==> src/rtl/mips_pkg.sv <==
// Shared definitions for the MIPS core control path: write-back source codes,
// the HiLo sequencer state type and a saturating counter helper.
package mips_pkg;

  localparam logic [1:0] WB_ALU  = 2'd0;
  localparam logic [1:0] WB_MEM  = 2'd1;
  localparam logic [1:0] WB_HILO = 2'd2;
  localparam logic [1:0] WB_PC   = 2'd3;

  typedef enum logic [1:0] {
    IDLE = 2'd0,
    BUSY = 2'd1,
    DONE = 2'd2
  } md_state_t;

  function automatic logic [15:0] satInc16(input logic [15:0] value);
    return (value == 16'hFFFF) ? value : value + 16'd1;
  endfunction

endpackage

==> src/rtl/md_sequencer.sv <==
// Occupancy tracker for the multi-cycle HiLo unit: busy from the cycle after
// launch through the write cycle, with a one-cycle done pulse on the write.
module md_sequencer
  import mips_pkg::*;
#(
  parameter int MUL_LAT = 4,
  parameter int DIV_LAT = 16
) (
  input  logic clk,
  input  logic rst,
  input  logic md_start,
  input  logic is_div,
  output logic md_busy,
  output logic md_done
);

  localparam int CntW = $clog2(DIV_LAT);
  // BUSY lasts LAT-1 cycles and DONE one more, so the counter starts at LAT-2.
  localparam logic [CntW-1:0] MulLoad = CntW'(MUL_LAT - 2);
  localparam logic [CntW-1:0] DivLoad = CntW'(DIV_LAT - 2);

  md_state_t       state;
  md_state_t       stateNext;
  logic [CntW-1:0] cnt;
  logic [CntW-1:0] cntNext;

  always_ff @(posedge clk) begin
    if (rst) begin
      state <= IDLE;
      cnt   <= '0;
    end else begin
      state <= stateNext;
      cnt   <= cntNext;
    end
  end

  always_comb begin
    stateNext = state;
    cntNext   = cnt;
    unique case (state)
      IDLE: begin
        if (md_start) begin
          stateNext = BUSY;
          cntNext   = is_div ? DivLoad : MulLoad;
        end
      end
      BUSY: begin
        if (cnt == '0) begin
          stateNext = DONE;
        end else begin
          cntNext = cnt - CntW'(1);
        end
      end
      DONE: begin
        stateNext = IDLE;
      end
      default: begin
        stateNext = IDLE;
        cntNext   = '0;
      end
    endcase
  end

  assign md_busy = (state != IDLE);
  assign md_done = (state == DONE);

endmodule

==> src/rtl/hazard_ctrl.sv <==
// Hazard unit for the IF/ID and ID/EX registers: load-use and HiLo-busy stalls,
// branch flushes, HiLo unit launch, and a saturating stall-cycle counter.
module hazard_ctrl
  import mips_pkg::*;
#(
  parameter int MUL_LAT = 4,
  parameter int DIV_LAT = 16
) (
  input  logic        clk,
  input  logic        rst,
  input  logic        id_valid,
  input  logic [4:0]  id_rs,
  input  logic [4:0]  id_rt,
  input  logic        id_use_rs,
  input  logic        id_use_rt,
  input  logic        id_hilo_rd,
  input  logic        id_md_op,
  input  logic        id_is_div,
  input  logic        ex_rwrite,
  input  logic [1:0]  ex_wbsrc,
  input  logic [4:0]  ex_dst,
  input  logic        br_taken,
  output logic        pc_en,
  output logic        ifid_en,
  output logic        ifid_flush,
  output logic        idex_bubble,
  output logic        md_start,
  output logic        md_div,
  output logic        md_busy,
  output logic        md_done,
  output logic [15:0] stall_cnt
);

  logic loadUse;
  logic hiloStall;
  logic stall;
  logic rsHit;
  logic rtHit;

  // r0 is hard-wired, so a load into it never creates a dependency.
  assign rsHit     = id_use_rs && (id_rs == ex_dst);
  assign rtHit     = id_use_rt && (id_rt == ex_dst);
  assign loadUse   = id_valid && ex_rwrite && (ex_wbsrc == WB_MEM) &&
                     (ex_dst != 5'd0) && (rsHit || rtHit);
  assign hiloStall = id_valid && (id_hilo_rd || id_md_op) && md_busy;
  assign stall     = (loadUse || hiloStall) && !br_taken;

  always_comb begin
    pc_en       = 1'b1;
    ifid_en     = 1'b1;
    ifid_flush  = 1'b0;
    idex_bubble = 1'b0;
    if (br_taken) begin
      ifid_flush  = 1'b1;
      idex_bubble = 1'b1;
    end else if (stall) begin
      pc_en       = 1'b0;
      ifid_en     = 1'b0;
      idex_bubble = 1'b1;
    end
  end

  assign md_start = id_valid && id_md_op && !stall && !br_taken;
  assign md_div   = md_start && id_is_div;

  // A branch does not cancel an op already in flight; it only squashes ID.
  md_sequencer #(
    .MUL_LAT (MUL_LAT),
    .DIV_LAT (DIV_LAT)
  ) u_md_sequencer (
    .clk      (clk),
    .rst      (rst),
    .md_start (md_start),
    .is_div   (id_is_div),
    .md_busy  (md_busy),
    .md_done  (md_done)
  );

  always_ff @(posedge clk) begin
    if (rst) begin
      stall_cnt <= 16'd0;
    end else if (stall) begin
      stall_cnt <= satInc16(stall_cnt);
    end
  end

endmodule

==> config.mk <==
export PLATFORM = sky130hd
export DESIGN_NAME = hazard_ctrl
export DESIGN_NICKNAME = d
export VERILOG_FILES = /design/src/rtl/mips_pkg.sv /design/src/rtl/md_sequencer.sv /design/src/rtl/hazard_ctrl.sv
export SDC_FILE = /design/constraint.sdc
export NUM_CORES = 1
export LEC_CHECK = 0
export ABC_CLOCK_PERIOD_IN_PS = 2100
export CORE_ASPECT_RATIO = 0.9
export CORE_UTILIZATION = 33
export DETAILED_ROUTE_END_ITERATION = 10
export GPL_ROUTABILITY_DRIVEN = 0
export PLACE_DENSITY = 0.74
export SYNTH_ARGS = -nofsm -noshare
export SYNTH_HDL_FRONTEND = slang
export SYNTH_HIERARCHICAL = 1
export SYNTH_SLANG_ARGS = --single-unit
==> constraint.sdc <==
create_clock -name clk -period 2.1 [get_ports clk]
set_clock_uncertainty 0.15 [all_clocks]
set_input_delay 0.21 -clock clk [delete_from_list [all_inputs] [get_ports clk]]
set_output_delay 0.21 -clock clk [all_outputs]
set_load 0.05 [all_outputs]
==> out/results.ini, run 1 <==
[status]
status = complete, but fails checks
violations = design-rule violations, negative setup slack

[clocking]
cts_buffers = 3
ctsLongestPathBuffers = 2
cts_num_sinks = 22
cts_root_buf = clkbuf_8
clkTransAtPathRegs_ns = 0.08
cts_tree = done
htreeDepth = 1
hold_buffers = 0
worstSkewPairLatency_ns = 0.26

[setup_path]
cp_slowest_stage_delay_ns = 0.32
worstPathCellList = or2_4 -> o211ai_1 -> buf_4 -> o21a_4 -> nor2b_4 -> and3_4 -> buf_4 -> nor2b_4 -> nor2_1 -> o32ai_1
arrival_ns = 2.16
cp.required_ns = 2.11
crit_buf_inv = 2
end_kind = flop
cp-start-kind = flop
worst-path-max-fanout = 3
crit_slowest_cell = dfxtp_2
criticalPathCategory = flop to flop
crit_family = simple AND/OR/NAND/NOR gates

[die]
num_rows = 22
core_region_area_um2 = 4101
die_x_um = 71.33
io_pins = 51
start_util = 0.3481
fp.dieH_um = 64.40
die-area_um2 = 4594

[grt]
grt_pass1_wl_um = 6624
grt_max_degree = 17
overflow = 0
antenna_found_initial = 0
grt_pass1_vias = 1550
grt_usage = 0.1790

[yosys]
yosys_warnings = 6
synth_cell_types = 49
ys_ff_latch = 22
syn_nets = 198
syn_inst = 168
synth_seq_area_share = 0.3085
avgSynthCellArea_um2 = 8.498
syn-cell-area_um2 = 1428

[sta]
period_share = 1.023
rsz0062_at_grt = yes
drv_slew = 0
tns_ns = -0.09778
max_slew_margin = 0.6601
max_freq_ghz = 0.4655
worstMarginPinSlew_ns = 0.5083
finalWorstSetupSlack_ns = -0.04838
hold_violations = 0
finalCriticalPeriod_ns = 2.148
setup_viol = 3

[routing]
vias_per_cell = 5.232
wl_per_cell_um = 13.33
remaining_drc_errors = 4
totalWireLength_um = 4145
antenna_left = 0
drt_iter0_markers = 91
num_vias = 1627
first_pass_iters = 8

[final_layout]
fill_cells = 342
multi_input_area_um2 = 1021
regArea_um2 = 445.4
drive_gt1_frac = 0.3574
syn_to_final_growth_pct = 75.02
diodes = 0
final_nets = 294
finalInstanceArea_um2 = 2499

[power]
p_per_area_nw_per_um2 = 416.9
ir_drop_mv = 0.3707
power_uw = 1042
p_leak_uw = 0.0009887

[place]
numPortBuffers = 50
placed_cell_area_um2 = 2208
hpwl_um = 2901

[flow_run]
cap_violations = 0

[hold_path]
hold_class = flop to flop

-- layout by cell type (no fill, tap or decap), types with 6 or more instances in the layout --
cell,n
a21oi_1,12
dlygate4sd2_1,6
nor2_1,9
clkdlybuf4s15_1,6
nand3_1,7
xnor2_1,9
buf_4,43
or3_1,6
inv_1,9
clkdlybuf4s50_1,21
buf_6,6
dfxtp_1,18
nand2_1,8
-- cell type report --
class / count / share of cell area
repair buffers: 97 / 0.3535
well taps: 48 / 0.02404
clock buffers: 4 / 0.02203
multi-input cells: 131 / 0.4086
inverters: 9 / 0.01352
flip-flops and latches: 22 / 0.1783
-- metal layers --
metal,GRT usage,vias to the layer above,part of all wire
li1,-,820,-
met1,0.2046,763,0.44
met2,0.3369,40,0.51
met3,0.03943,4,0.038
met4,0.03750,0,0.0055
met5,0,-,0
-- registers in the layout, indices dropped and copies added (netlist names) --
signal                cells
stall_cnt                16
u_md_sequencer/cnt        4
u_md_sequencer/state      2
-- tightest hold or removal path: stages, from the launching register on --
cell and delay [ns]:
dfxtp_1 0.33, nand2_1 0.06, mux2i_1 0.06
-- cells in the mapped netlist, drive strengths merged --
library cell	n	area share
mux2i	3	0.021
nor4b	1	0.011
dfxtp	22	0.31
xnor2	11	0.073
nor3b	2	0.018
and4	1	0.0061
o22ai	2	0.0088
o221ai	1	0.0061
ha	3	0.026
o21ai	8	0.031
inv	9	0.024
a22oi	1	0.0053
and3b	1	0.0070
nor2	10	0.026
nand4	5	0.022
or4	6	0.032
nor3	1	0.0035
nand4b	4	0.025
buf	5	0.022
a221oi	1	0.011
o2111ai	1	0.0061
o2bb2ai	3	0.023
a21oi	13	0.046
nor2b	7	0.031
a41oi	1	0.0061
o21a	1	0.011
o22a	1	0.0061
and4b	1	0.0070
nand3	7	0.025
or3	7	0.031
a31o	1	0.0061
a211oi	1	0.0053
xor2	2	0.012
or2	4	0.018
clkbuf	1	0.0026
o31ai	5	0.026
o32ai	1	0.0061
and3	4	0.018
nand2	9	0.025
o211ai	1	0.0053
-- path summary, 6_finish.rpt --
| path | from | to | slack, ns | depth (start not counted) |
|---|---|---|---|---|
| worst max-delay path | u_md_sequencer/state[1] | u_md_sequencer/cnt[1] | -0.05 | 10 |
| worst min register to register | u_md_sequencer/cnt[0] | u_md_sequencer/cnt[0] | 0.35 | 2 |
| worst max register to register | u_md_sequencer/state[1] | u_md_sequencer/cnt[1] | -0.05 | 10 |
| worst min-delay path | u_md_sequencer/cnt[0] | u_md_sequencer/cnt[0] | 0.35 | 2 |
-- where the power goes --
part           switching, uW  leakage [uW]  internal (uW)  total (uW)
clock network            137     0.0000288            167         304
logic                    138      0.000780            159         297
registers               12.7      0.000180            428         441
-- kinds of logic (layout without fill, tap and decap cells) --
logic type	count (synthesis)	count (layout)	share of synthesized area
and+or+nand+nor	70	70	0.3032
AOI/OAI and AO/OA	42	42	0.2077
DFF	22	22	0.3085
buffers and inverters	15	110	0.04819
xor gates and xnor gates	13	13	0.08502
adders and majority gates	3	3	0.02630
muxes	3	3	0.02104
-- timing repair --
action                                  in CTS  in global routing
pin swaps                                   28                 13
endpoints found under the setup margin      23                 19
resized for setup                           50                 19
buffers inserted                            19                  3
-- stage by stage --
step | utilization | cells | hold WS, ns | setup WS [ns]
global placement | 0.5384 | 285 | 0.3251 | -0.4373
floorplan | - | 168 | 0.1750 | -0.07852
CTS | 0.5958 | 308 | 0.3453 | -0.06280
detailed placement | 0.5384 | 285 | 0.3311 | -0.4825
global route | 0.6092 | 311 | 0.3743 | -0.1847
finish | 0.6092 | 311 | 0.3491 | -0.04838
Power figures use the tool's default switching activity.
==> run 2: changes to the inputs <==
--- a/config.mk
+++ b/config.mk
@@ -7,10 +7,11 @@
 export LEC_CHECK = 0
 export ABC_CLOCK_PERIOD_IN_PS = 2100
 export CORE_ASPECT_RATIO = 0.9
-export CORE_UTILIZATION = 33
+export CORE_UTILIZATION = 40
 export DETAILED_ROUTE_END_ITERATION = 10
 export GPL_ROUTABILITY_DRIVEN = 0
-export PLACE_DENSITY = 0.74
+export GPL_TIMING_DRIVEN = 0
+export PLACE_DENSITY = 0.86
 export SYNTH_ARGS = -nofsm -noshare
 export SYNTH_HDL_FRONTEND = slang
 export SYNTH_HIERARCHICAL = 1
==> out/results.ini, run 2 (synthesized netlist as in run 1, its figures left out) <==
[status]
status = complete, but fails checks
violations = negative setup slack

[setup_path]
reg2reg_to = stall_cnt[9]
worst-path-max-fanout = 3
end_kind = primary output
cp_slowest_stage_delay_ns = 0.35
rr_worst_depth = 7
crit_family = simple AND/OR/NAND/NOR gates
ff2ff_setup_slack_ns = 0.02
criticalPathCategory = flop to primary output
cp-start-kind = flop
worstPathCellList = or2_4 -> o211ai_1 -> o21a_4 -> nor2b_4 -> and3_4 -> buf_8
arrival_ns = 1.77
crit_buf_inv = 1
r2r_start = u_md_sequencer/state[1]
cp.required_ns = 1.74
crit_slowest_cell = dfxtp_4

[sta]
finalWorstSetupSlack_ns = -0.02651
worstMarginPinSlew_ns = 0.5117
setup_viol = 5
period_share = 1.013
rsz0062_at_grt = yes
drv_slew = 0
hold_violations = 0
max_slew_margin = 0.6583
max_freq_ghz = 0.4703
finalCriticalPeriod_ns = 2.127

[die]
fp.dieH_um = 58.68
die-area_um2 = 3812
io_pins = 51
start_util = 0.4195
num_rows = 20
die_x_um = 64.98
core_region_area_um2 = 3403

[power]
p_leak_uw = 0.0009353
ir_drop_mv = 0.5247
p_per_area_nw_per_um2 = 471.8

[final_layout]
final_nets = 278
multi_input_area_um2 = 1084
largest_reg_flops = 16
final_cell_mix = 25 x buf_4, 23 x clkdlybuf4s50_1, 18 x dfxtp_1
utilization = 0.7077
reg_top3 = stall_cnt (16), u_md_sequencer/cnt (4), u_md_sequencer/state (2)
fill_cells = 251
syn_to_final_growth_pct = 68.71
drive_gt1_frac = 0.3279
top_register = stall_cnt
regArea_um2 = 450.4
finalInstanceArea_um2 = 2409
diodes = 0
final_common_cell = buf_4

[routing]
first_pass_iters = 4
remaining_drc_errors = 0
wl_per_cell_um = 16.73
drt_iter0_markers = 113
vias_per_cell = 5.722
antenna_left = 0
num_vias = 1665
totalWireLength_um = 4867

[clocking]
cts_num_sinks = 22
worstSkewPairLatency_ns = 0.27
cts_root_buf = clkbuf_8
cts_buffers = 3
cts_tree = done
hold_buffers = 0
htreeDepth = 1
ctsLongestPathBuffers = 2
clkTransAtPathRegs_ns = 0.09

[grt]
grt_usage = 0.2460
antenna_found_initial = 0
overflow = 0
grt_pass1_wl_um = 7203
grt_pass1_vias = 1569
grt_max_degree = 14

[place]
hpwl_um = 2927
numPortBuffers = 50
placed_cell_area_um2 = 2021

[hold_path]
worstHoldEndpoint = u_md_sequencer/cnt[0]
whs_path_depth = 2
min_from = u_md_sequencer/cnt[0]
hold_class = flop to flop

[flow_run]
cap_violations = 0

-- run 2: cell types whose count changed in the layout (fill, tap and decap cells not counted), sizes merged --
cell           previous run  this run
buf                      59        39
bufinv                    0         1
clkbuf                    7         5
clkdlybuf4s15             6         7
clkdlybuf4s50            21        23
dlygate4sd2               6         4
dlymetal6s2s              2         5
nand2                     9        10
-- run 2: worst min-delay path: cells and delay by family (launching register included) --
family	cells	cell delay [ns]
flops	1	0.33
simple gates	1	0.06
mux	1	0.06
-- run 2: area by class of cell --
| type | instances | share of cell area |
|---|---|---|
| well taps | 44 | 0.02286 |
| clock inverters | 1 | 0.01247 |
| plain buffers | 6 | 0.01610 |
| flip-flops and latches | 22 | 0.1870 |
| multi-input cells | 132 | 0.4499 |
| clock buffers | 3 | 0.01714 |
| repair buffers | 74 | 0.2805 |
| inverters | 9 | 0.01403 |
-- run 2: per-layer routing --
layer	vias up	GRT usage	part of all wire
li1	782	-	-
met1	821	0.2821	0.40
met2	56	0.4702	0.54
met3	6	0.03876	0.044
met4	0	0.06667	0.0070
met5	-	0	0
-- run 2: worst max path at each step --
| stage | startpoint | to | cells after the start |
|---|---|---|---|
| after floorplan | ex_dst[0] | u_md_sequencer/cnt[1] | 8 |
| after global placement | ex_dst[3] | md_start | 7 |
| after detailed placement | ex_dst[3] | md_start | 7 |
| after CTS | u_md_sequencer/state[0] | md_div | 6 |
| after global routing | id_rt[2] | stall_cnt[11] | 9 |
| final | u_md_sequencer/state[0] | md_start | 6 |
-- run 2: stage by stage --
step | setup WS [ns] | setup TNS [ns] | total power, uW | hold WS (ns) | instances
floorplan | -0.07852 | -0.2383 | 591.8 | 0.1750 | 168
global placement | -1.110 | -12.14 | 684.2 | 0.3286 | 262
detailed placement | -1.145 | -13.47 | 691.0 | 0.3361 | 262
CTS | -0.006324 | -0.009759 | 1108 | 0.3481 | 285
global route | -0.06869 | -0.5346 | 1177 | 0.3741 | 291
finish | -0.02651 | -0.09291 | 1136 | 0.3421 | 291
-- run 2: repair_timing --
item,4_1_cts,5_1_grt
buffers inserted,18,6
gates cloned,1,0
gates resized for setup,78,32
pin swaps,23,26
setup endpoints to repair,25,24
-- run 2: report_power, final --
group	leakage, uW	switching (uW)	internal, uW
logic	0.000719	145	151
registers	0.000180	13.9	426
clock network	0.0000357	145	255
total	0.000935	304	833
